==> src/rtl/phase_sequencer.sv <==
// rtl/phase_sequencer.sv - ordered multi-phase controller with sticky dones, watchdog, abort and frame counter
module phase_sequencer #(
  parameter int NUM_PHASES = 3,
  parameter int PHASE_W    = 2,
  parameter int TIMEOUT    = 1024,
  parameter int CNT_W      = 16,
  parameter int CONTINUOUS = 0,
  parameter int FRAME_W    = 8
) (
  input  logic                  clk_i,
  input  logic                  rst_i,
  input  logic                  start_i,
  input  logic                  abort_i,
  input  logic [NUM_PHASES-1:0] done_i,
  output logic [NUM_PHASES-1:0] phase_start_o,
  output logic [NUM_PHASES-1:0] phase_en_o,
  output logic [PHASE_W-1:0]    phase_o,
  output logic [1:0]            status_o,
  output logic [NUM_PHASES-1:0] done_seen_o,
  output logic [PHASE_W-1:0]    error_phase_o,
  output logic [FRAME_W-1:0]    frame_count_o
);

  // Encodings double as the status code.
  typedef enum logic [1:0] {
    S_IDLE   = 2'b00,
    S_RUN    = 2'b01,
    S_ERROR  = 2'b10,
    S_FINISH = 2'b11
  } state_e;

  localparam logic [PHASE_W-1:0] LAST_PHASE = PHASE_W'(NUM_PHASES - 1);
  localparam logic [CNT_W-1:0]   WD_LAST    = CNT_W'(TIMEOUT - 1);
  localparam bit                 WD_EN      = (TIMEOUT != 0);
  localparam bit                 CONT_EN    = (CONTINUOUS != 0);

  state_e                  state_q, state_d;
  logic [PHASE_W-1:0]      phase_q, phase_d;
  logic [CNT_W-1:0]        wdog_q, wdog_d;
  logic [NUM_PHASES-1:0]   done_seen_q, done_seen_d;
  logic [NUM_PHASES-1:0]   phase_start_q, phase_start_d;
  logic [NUM_PHASES-1:0]   phase_en_q, phase_en_d;
  logic [PHASE_W-1:0]      error_phase_q, error_phase_d;
  logic [FRAME_W-1:0]      frame_q, frame_d;

  logic [NUM_PHASES-1:0]   cur_sel;
  logic [NUM_PHASES-1:0]   next_sel;
  logic [NUM_PHASES-1:0]   next_therm;
  logic                    phase_complete;
  logic                    enter_run0;

  always_ff @(posedge clk_i or posedge rst_i) begin
    if (rst_i) begin
      state_q       <= S_IDLE;
      phase_q       <= '0;
      wdog_q        <= '0;
      done_seen_q   <= '0;
      phase_start_q <= '0;
      phase_en_q    <= '0;
      error_phase_q <= '0;
      frame_q       <= '0;
    end else begin
      state_q       <= state_d;
      phase_q       <= phase_d;
      wdog_q        <= wdog_d;
      done_seen_q   <= done_seen_d;
      phase_start_q <= phase_start_d;
      phase_en_q    <= phase_en_d;
      error_phase_q <= error_phase_d;
      frame_q       <= frame_d;
    end
  end

  always_comb begin
    for (int j = 0; j < NUM_PHASES; j++) begin
      cur_sel[j] = (PHASE_W'(j) == phase_q);
    end
  end

  // A done counts whether it arrives now or was latched earlier in the frame.
  assign phase_complete = |((done_i | done_seen_q) & cur_sel);

  always_comb begin
    state_d       = state_q;
    phase_d       = phase_q;
    wdog_d        = wdog_q;
    done_seen_d   = done_seen_q;
    error_phase_d = error_phase_q;
    frame_d       = frame_q;
    enter_run0    = 1'b0;

    case (state_q)
      S_IDLE: begin
        if (start_i) enter_run0 = 1'b1;
      end
      S_RUN: begin
        done_seen_d = done_seen_q | done_i;
        wdog_d      = wdog_q + 1'b1;
        if (phase_complete) begin
          wdog_d = '0;
          if (phase_q == LAST_PHASE) begin
            state_d = S_FINISH;
            frame_d = frame_q + 1'b1;
          end else begin
            phase_d = phase_q + 1'b1;
          end
        end else if (WD_EN && (wdog_q == WD_LAST)) begin
          state_d       = S_ERROR;
          error_phase_d = phase_q;
          wdog_d        = '0;
        end
      end
      S_FINISH: begin
        if (CONT_EN || start_i) enter_run0 = 1'b1;
      end
      S_ERROR: begin
        if (start_i) enter_run0 = 1'b1;
      end
      default: begin
        state_d = S_IDLE;
      end
    endcase

    // A fresh frame forgets dones from the previous one, including this cycle's.
    if (enter_run0) begin
      state_d     = S_RUN;
      phase_d     = '0;
      wdog_d      = '0;
      done_seen_d = '0;
    end

    if (abort_i) begin
      state_d       = S_IDLE;
      phase_d       = '0;
      wdog_d        = '0;
      done_seen_d   = '0;
      error_phase_d = error_phase_q;
      frame_d       = frame_q;
    end
  end

  always_comb begin
    for (int j = 0; j < NUM_PHASES; j++) begin
      next_sel[j]   = (PHASE_W'(j) == phase_d);
      next_therm[j] = (PHASE_W'(j) <= phase_d);
    end
  end

  always_comb begin
    phase_start_d = '0;
    phase_en_d    = '0;
    if (state_d == S_RUN) begin
      phase_en_d = next_therm;
      if ((state_q != S_RUN) || (phase_d != phase_q)) phase_start_d = next_sel;
    end else if (state_d == S_FINISH) begin
      phase_en_d = '1;
    end
  end

  assign phase_start_o = phase_start_q;
  assign phase_en_o    = phase_en_q;
  assign phase_o       = phase_q;
  assign status_o      = state_q;
  assign done_seen_o   = done_seen_q;
  assign error_phase_o = error_phase_q;
  assign frame_count_o = frame_q;

endmodule
==> config.mk <==
export PLATFORM = sky130hd
export DESIGN_NAME = phase_sequencer
export DESIGN_NICKNAME = d
export VERILOG_FILES = /design/src/rtl/phase_sequencer.sv
export SDC_FILE = /design/constraint.sdc
export NUM_CORES = 1
export LEC_CHECK = 0
export CAP_MARGIN = 40
export CELL_PAD_IN_SITES_DETAIL_PLACEMENT = 1
export CELL_PAD_IN_SITES_GLOBAL_PLACEMENT = 2
export CORE_MARGIN = 2
export CORE_UTILIZATION = 33
export DETAILED_ROUTE_END_ITERATION = 7
export GPL_ROUTABILITY_DRIVEN = 0
export GPL_TIMING_DRIVEN = 0
export PLACE_DENSITY_LB_ADDON = 0.25
export REMOVE_ABC_BUFFERS = 1
export SLEW_MARGIN = 20
export SYNTH_ARGS = -nofsm -noshare
export SYNTH_HDL_FRONTEND = slang
export SYNTH_SLANG_ARGS = --single-unit
==> constraint.sdc <==
create_clock -name clk_i -period 2.66 [get_ports clk_i]
set_clock_uncertainty 0.1 [all_clocks]
set_input_delay 0.266 -clock clk_i [delete_from_list [all_inputs] [get_ports clk_i]]
set_output_delay 0.266 -clock clk_i [all_outputs]
set_load 0.01 [all_outputs]
== Yosys cells after proc, flatten, opt, wreduce, memory -nomap -nowiden ==
Index checks and enable logic that the tools add are counted.
Word-level totals
  word-level logic and storage cells: 65
  output and inout port bits: 23
  input port bits: 7
  flip-flop bits (word level): 39
Cells by class
  magnitude comparators: 3
  bitwise gates (word level): 4
  equal/unequal tests: 13
  reduce and logical (&&, ||, !) cells: 9
  mux-type cells: 25
  $add $sub $neg: 3
Operators by type and width (count)
  $mux 16: 5
  $mux 2: 11
  $mux 3: 7
  $add 16x1->16 const B: 1
  $eq 16x10->1 const B: 1
  $add 8x1->8 const B: 1
  $eq 2x2->1 const B: 4
  $reduce_and 4->1: 2
  $logic_not 2->1: 3
  $reduce_or 3->1: 2
  $eq 1x2->1 const A: 2
  $eq 2x1->1 const B: 2
  $eq 2x2->1 const A: 2
  $le 1x2->1 const A: 2
  $and 3x3->3: 1
  $or 3x3->3: 1
  $reduce_bool 3->1: 1
  $add 2x1->2 const B: 1
  $le 2x2->1 const A: 1
  $mux 1: 2
  $ne 2x1->1 const B: 1
  $ne 2x2->1: 1
  $not 1->1: 2
  $logic_or 1x1->1: 1

== Longest topological paths before layout ==
  depth in word-level cells: 11
  gate-level depth with buffers: 8
  mapped depth without buffers: 7

== Worst setup path after synthesis ==
Ideal clock, no wire load.
  path kind: flip-flop to flip-flop
  start point: reg wdog_q[12]
  end point: reg error_phase_q[0] (netlist: error_phase_o[0])
  data required time: 2432 ps
  stages on the path, launching flop included: 6
  setup time: 128 ps
  path slack: 434 ps
  period minus slack after synthesis: 2226 ps
  arrival time: 1998 ps
  path buffers: 0
  path through: dfrtp_1 or4_4 nor4_4 or3b_1 nor2_2 mux2_1
On the way
  longest elaborated chain between the ends: 2
RTL lines
  start: declaration: RTL line 39  | logic [CNT_W-1:0] wdog_q, wdog_d;
  start signal: assignment: RTL line 65  | wdog_q <= wdog_d;
  $eq 16x10->1: RTL line 107  | end else if (WD_EN && (wdog_q == WD_LAST)) begin
  $reduce_and 4->1 (no source line)
  end signal: assignment: RTL line 69  | error_phase_q <= error_phase_d;
  end: declaration: RTL line 43  | logic [PHASE_W-1:0] error_phase_q, error_phase_d;
Every way passes these cells.
A chain may end at the register's enable or synchronous reset.

== Final worst setup path ==
Same ends and word-level chain as after synthesis.

==> impl_metrics.yaml <==
routing:
  first_pass_iters: 4
  route.met2.wl_mm: 2.20
  viasPerCell: 5.16
  drtIter0Drc: 53
  route.detailed.drc: 0
  highest_layer: "met4"
  wl_met3_microns: 152
  routedWlPerCell_microns: 15.0
  met1Wirelength_mm: 1.99
  ant_nets: 0
  postRouteWirelength_mm: 4.42
  num_vias: 1517
cells_and_area:
  multiInputGateArea_sq_um: 906
  regArea_sq_um: 951
  synthToLayoutAreaGrowth_pct: 24.8
  fillers: 639
  stdcell_count: 294
  drive_gt1_share_pct: 6.76
  layout_common_cells: "38 x dfrtp_1, 31 x nor2_1, 29 x clkdlybuf4s50_1"
  layout_commonest_cell: "dfrtp_1"
  diodes: 0
  final_nets: 234
synthesis:
  yosys.area.top_type: "dfrtp_1"
  async_reset_ff_share_pct: 100
  synth_flop_cell: "dfrtp_1"
  syn_area_sq_um: 1910
  synth_top_area_share_pct: 49.9
  ys_types: 41
  ys_top_cells_by_area: "dfrtp_1 50%, xnor2_1 7.8%, nor2_1 6.1%"
  synth-seq-area-share_pct: 49.9
  syn_inst: 189
  synth_warnings: 0
  syn-mean-instance-area_sq_um: 10.1
  synth-seq-cells: 38
  synth_edf_count: 0
setup_path:
  cp.arrival_ns: 2.54
  r2r-end: "error_phase_o[0]$_DFFE_PP0P_"
  cp_cell_sequence: "or4_4, nor4_4, or3b_1, nor2_2, mux2_1"
  endpoint_kind: "flop"
  cpMaxStageDelayCell: "or4_4"
  required_ns: 2.74
  rr_worst_depth: 5
  worstPathBufferInverterCount: 0
  critical_path_class: "flop to flop"
  r2r-start: "wdog_q[12]$_DFFE_PP0P_"
  cp_max_fo: 4
  cp_slowest_stage_delay_ns: 0.56
  rrSetupSlack_ns: 0.20
  cp-start-kind: "flop"
  cp_top_family: "simple AND/OR/NAND/NOR gates"
power:
  p_leak_nw: 0.984
  clkPwrFrac_pct: 37.3
  internal-power_mw: 0.840
  combPwrFrac_pct: 9.7
  switching_share_pct: 25.4
  power.switching_mw: 0.286
  power_density_nw_per_um2: 473
  peakVddDrop_mv: 0.185
  seqPwrFrac_pct: 53.0
global_routing:
  grt_antenna_before_repair: 0
  grt_max_degree: 39
  grt_pass1_wl_mm: 7.49
  grt_use_total_pct: 15.3
  overflow: 0
  first_global_vias: 1629
clock_tree:
  clock_path_buffers: 2
  cts_inserted_buffers: 5
  numClockSinks: 38
  cts_hold_buf: 0
  insertion_delay_ns: 0.29
  cts_setup_buffers: 0
  cts_resized: 0
  clock-root-buffer: "clkbuf_8"
  cts_tree: "yes"
  clk_pin_slew_ns: 0.08
  htreeDepth: 2
floorplanning:
  die_area_sq_um: 6400
  die_w_microns: 80.0
  die_height_microns: 80.0
  ios: 30
  initial_core_util_pct: 34.4
  rows: 27
  core_sq_um: 5540
sta:
  timing.final.hold_violations: 0
  timing.final.crit_share_pct: 92.3
  rsz0062_at_grt: "no"
  setup_violations: 0
  timing.setup.tns_ns: 0
  worstMarginPinSlew_ns: 0.730
  worst_hold_slack_ns: 0.0656
  relSlewSlack_pct: 51.3
  layout_min_cycle_time_ns: 2.46
  slew_violations: 0
  fmax_mhz: 407
  fin_ws_ns: 0.205
outcome:
  status: "finished, final reports clean"
flow_run:
  maxCapViolCount: 0
placement:
  portBuffers: 29
  placed_cells: 285
  pre_cts_ws_ns: 0.226
  dp_hpwl_mm: 3.24
min_path:
  hold_class: "primary input to asynchronous set/reset pin"
## cell type report
cell class | count | share of cell area [%]
clock inverter | 2 | 0.526
multi-input combinational | 139 | 38.1
clock buffer | 6 | 3.47
sequential | 38 | 40.0
tap | 72 | 3.79
inverter | 7 | 1.10
timing repair buffer | 30 | 13.0
## per-layer routing
| layer | vias to the layer above | GRT usage, % |
|---|---|---|
| li1 | 716 | - |
| met1 | 757 | 18.7 |
| met2 | 35 | 25.7 |
| met3 | 9 | 3.73 |
| met4 | 0 | 5.93 |
| met5 | - | 0 |
## state kept, by name, summed over array words and instances (netlist names)
signal         flops
error_phase_o      2
phase_o            2
phase_start_o      3
phase_en_o         3
wdog_q            16
done_seen_o        3
frame_count_o      8
status_o           1
## synth_stat cells (2+ instances only)
cell	count
dfrtp_1	38
nor2_1	31
xnor2_1	17
nand2_1	12
nand4_1	9
inv_1	7
nand3_1	7
ha_1	6
a21oi_1	5
and3_1	5
nor3_1	5
o21ai_0	5
xor2_1	5
clkbuf_1	4
nor2b_1	3
a31oi_1	2
and4_1	2
mux2_1	2
or3b_1	2
## per-stage QoR
step | instance area, sq um | power, mW | utilization (%)
after floorplan | 1880 | 0.664 | -
after global placement | 2260 | 0.711 | 40.9
after detailed placement | 2260 | 0.714 | 40.9
after CTS | 2360 | 1.14 | 42.6
after global routing | 2380 | 1.18 | 42.9
final | 2380 | 1.13 | 42.9
## cells by family after synthesis
kind of cell | synth area share, %
simple gates | 23.3
flops | 49.9
compound gates | 7.88
xor+xnor | 10.1
buf+inv | 2.56
fa+ha+maj | 3.94
mux | 2.30
## worst register-to-register path, cell delays in order, from the launching register on
cell     delay [ns]
dfrtp_1        0.42
or4_4          0.56
nor4_4         0.34
or3b_1         0.45
nor2_2         0.15
mux2_1         0.33
## worst max-delay path by stage
stage	slack, ns	depth (start not counted)	to	start
floorplan	0.43	5	error_phase_o[0]$_DFFE_PP0P_	wdog_q[12]$_DFFE_PP0P_
global placement	0.26	5	error_phase_o[1]$_DFFE_PP0P_	wdog_q[12]$_DFFE_PP0P_
detailed placement	0.23	5	error_phase_o[0]$_DFFE_PP0P_	wdog_q[12]$_DFFE_PP0P_
CTS	0.21	5	error_phase_o[0]$_DFFE_PP0P_	wdog_q[12]$_DFFE_PP0P_
global route	0.12	6	frame_count_o[1]$_DFFE_PP0P_	phase_o[0]$_DFF_PP0_
finish	0.20	5	error_phase_o[0]$_DFFE_PP0P_	wdog_q[12]$_DFFE_PP0P_
## power groups by stage
| stage | combinational (mW) | clock, mW | sequential, mW |
|---|---|---|---|
| floorplan | 0.0549 | 0 | 0.609 |
| global placement | 0.104 | 0 | 0.607 |
| detailed placement | 0.107 | 0 | 0.608 |
| CTS | 0.108 | 0.434 | 0.596 |
| global route | 0.122 | 0.456 | 0.597 |
| finish | 0.110 | 0.420 | 0.596 |
Note: power is estimated with default switching activity, not from simulation.
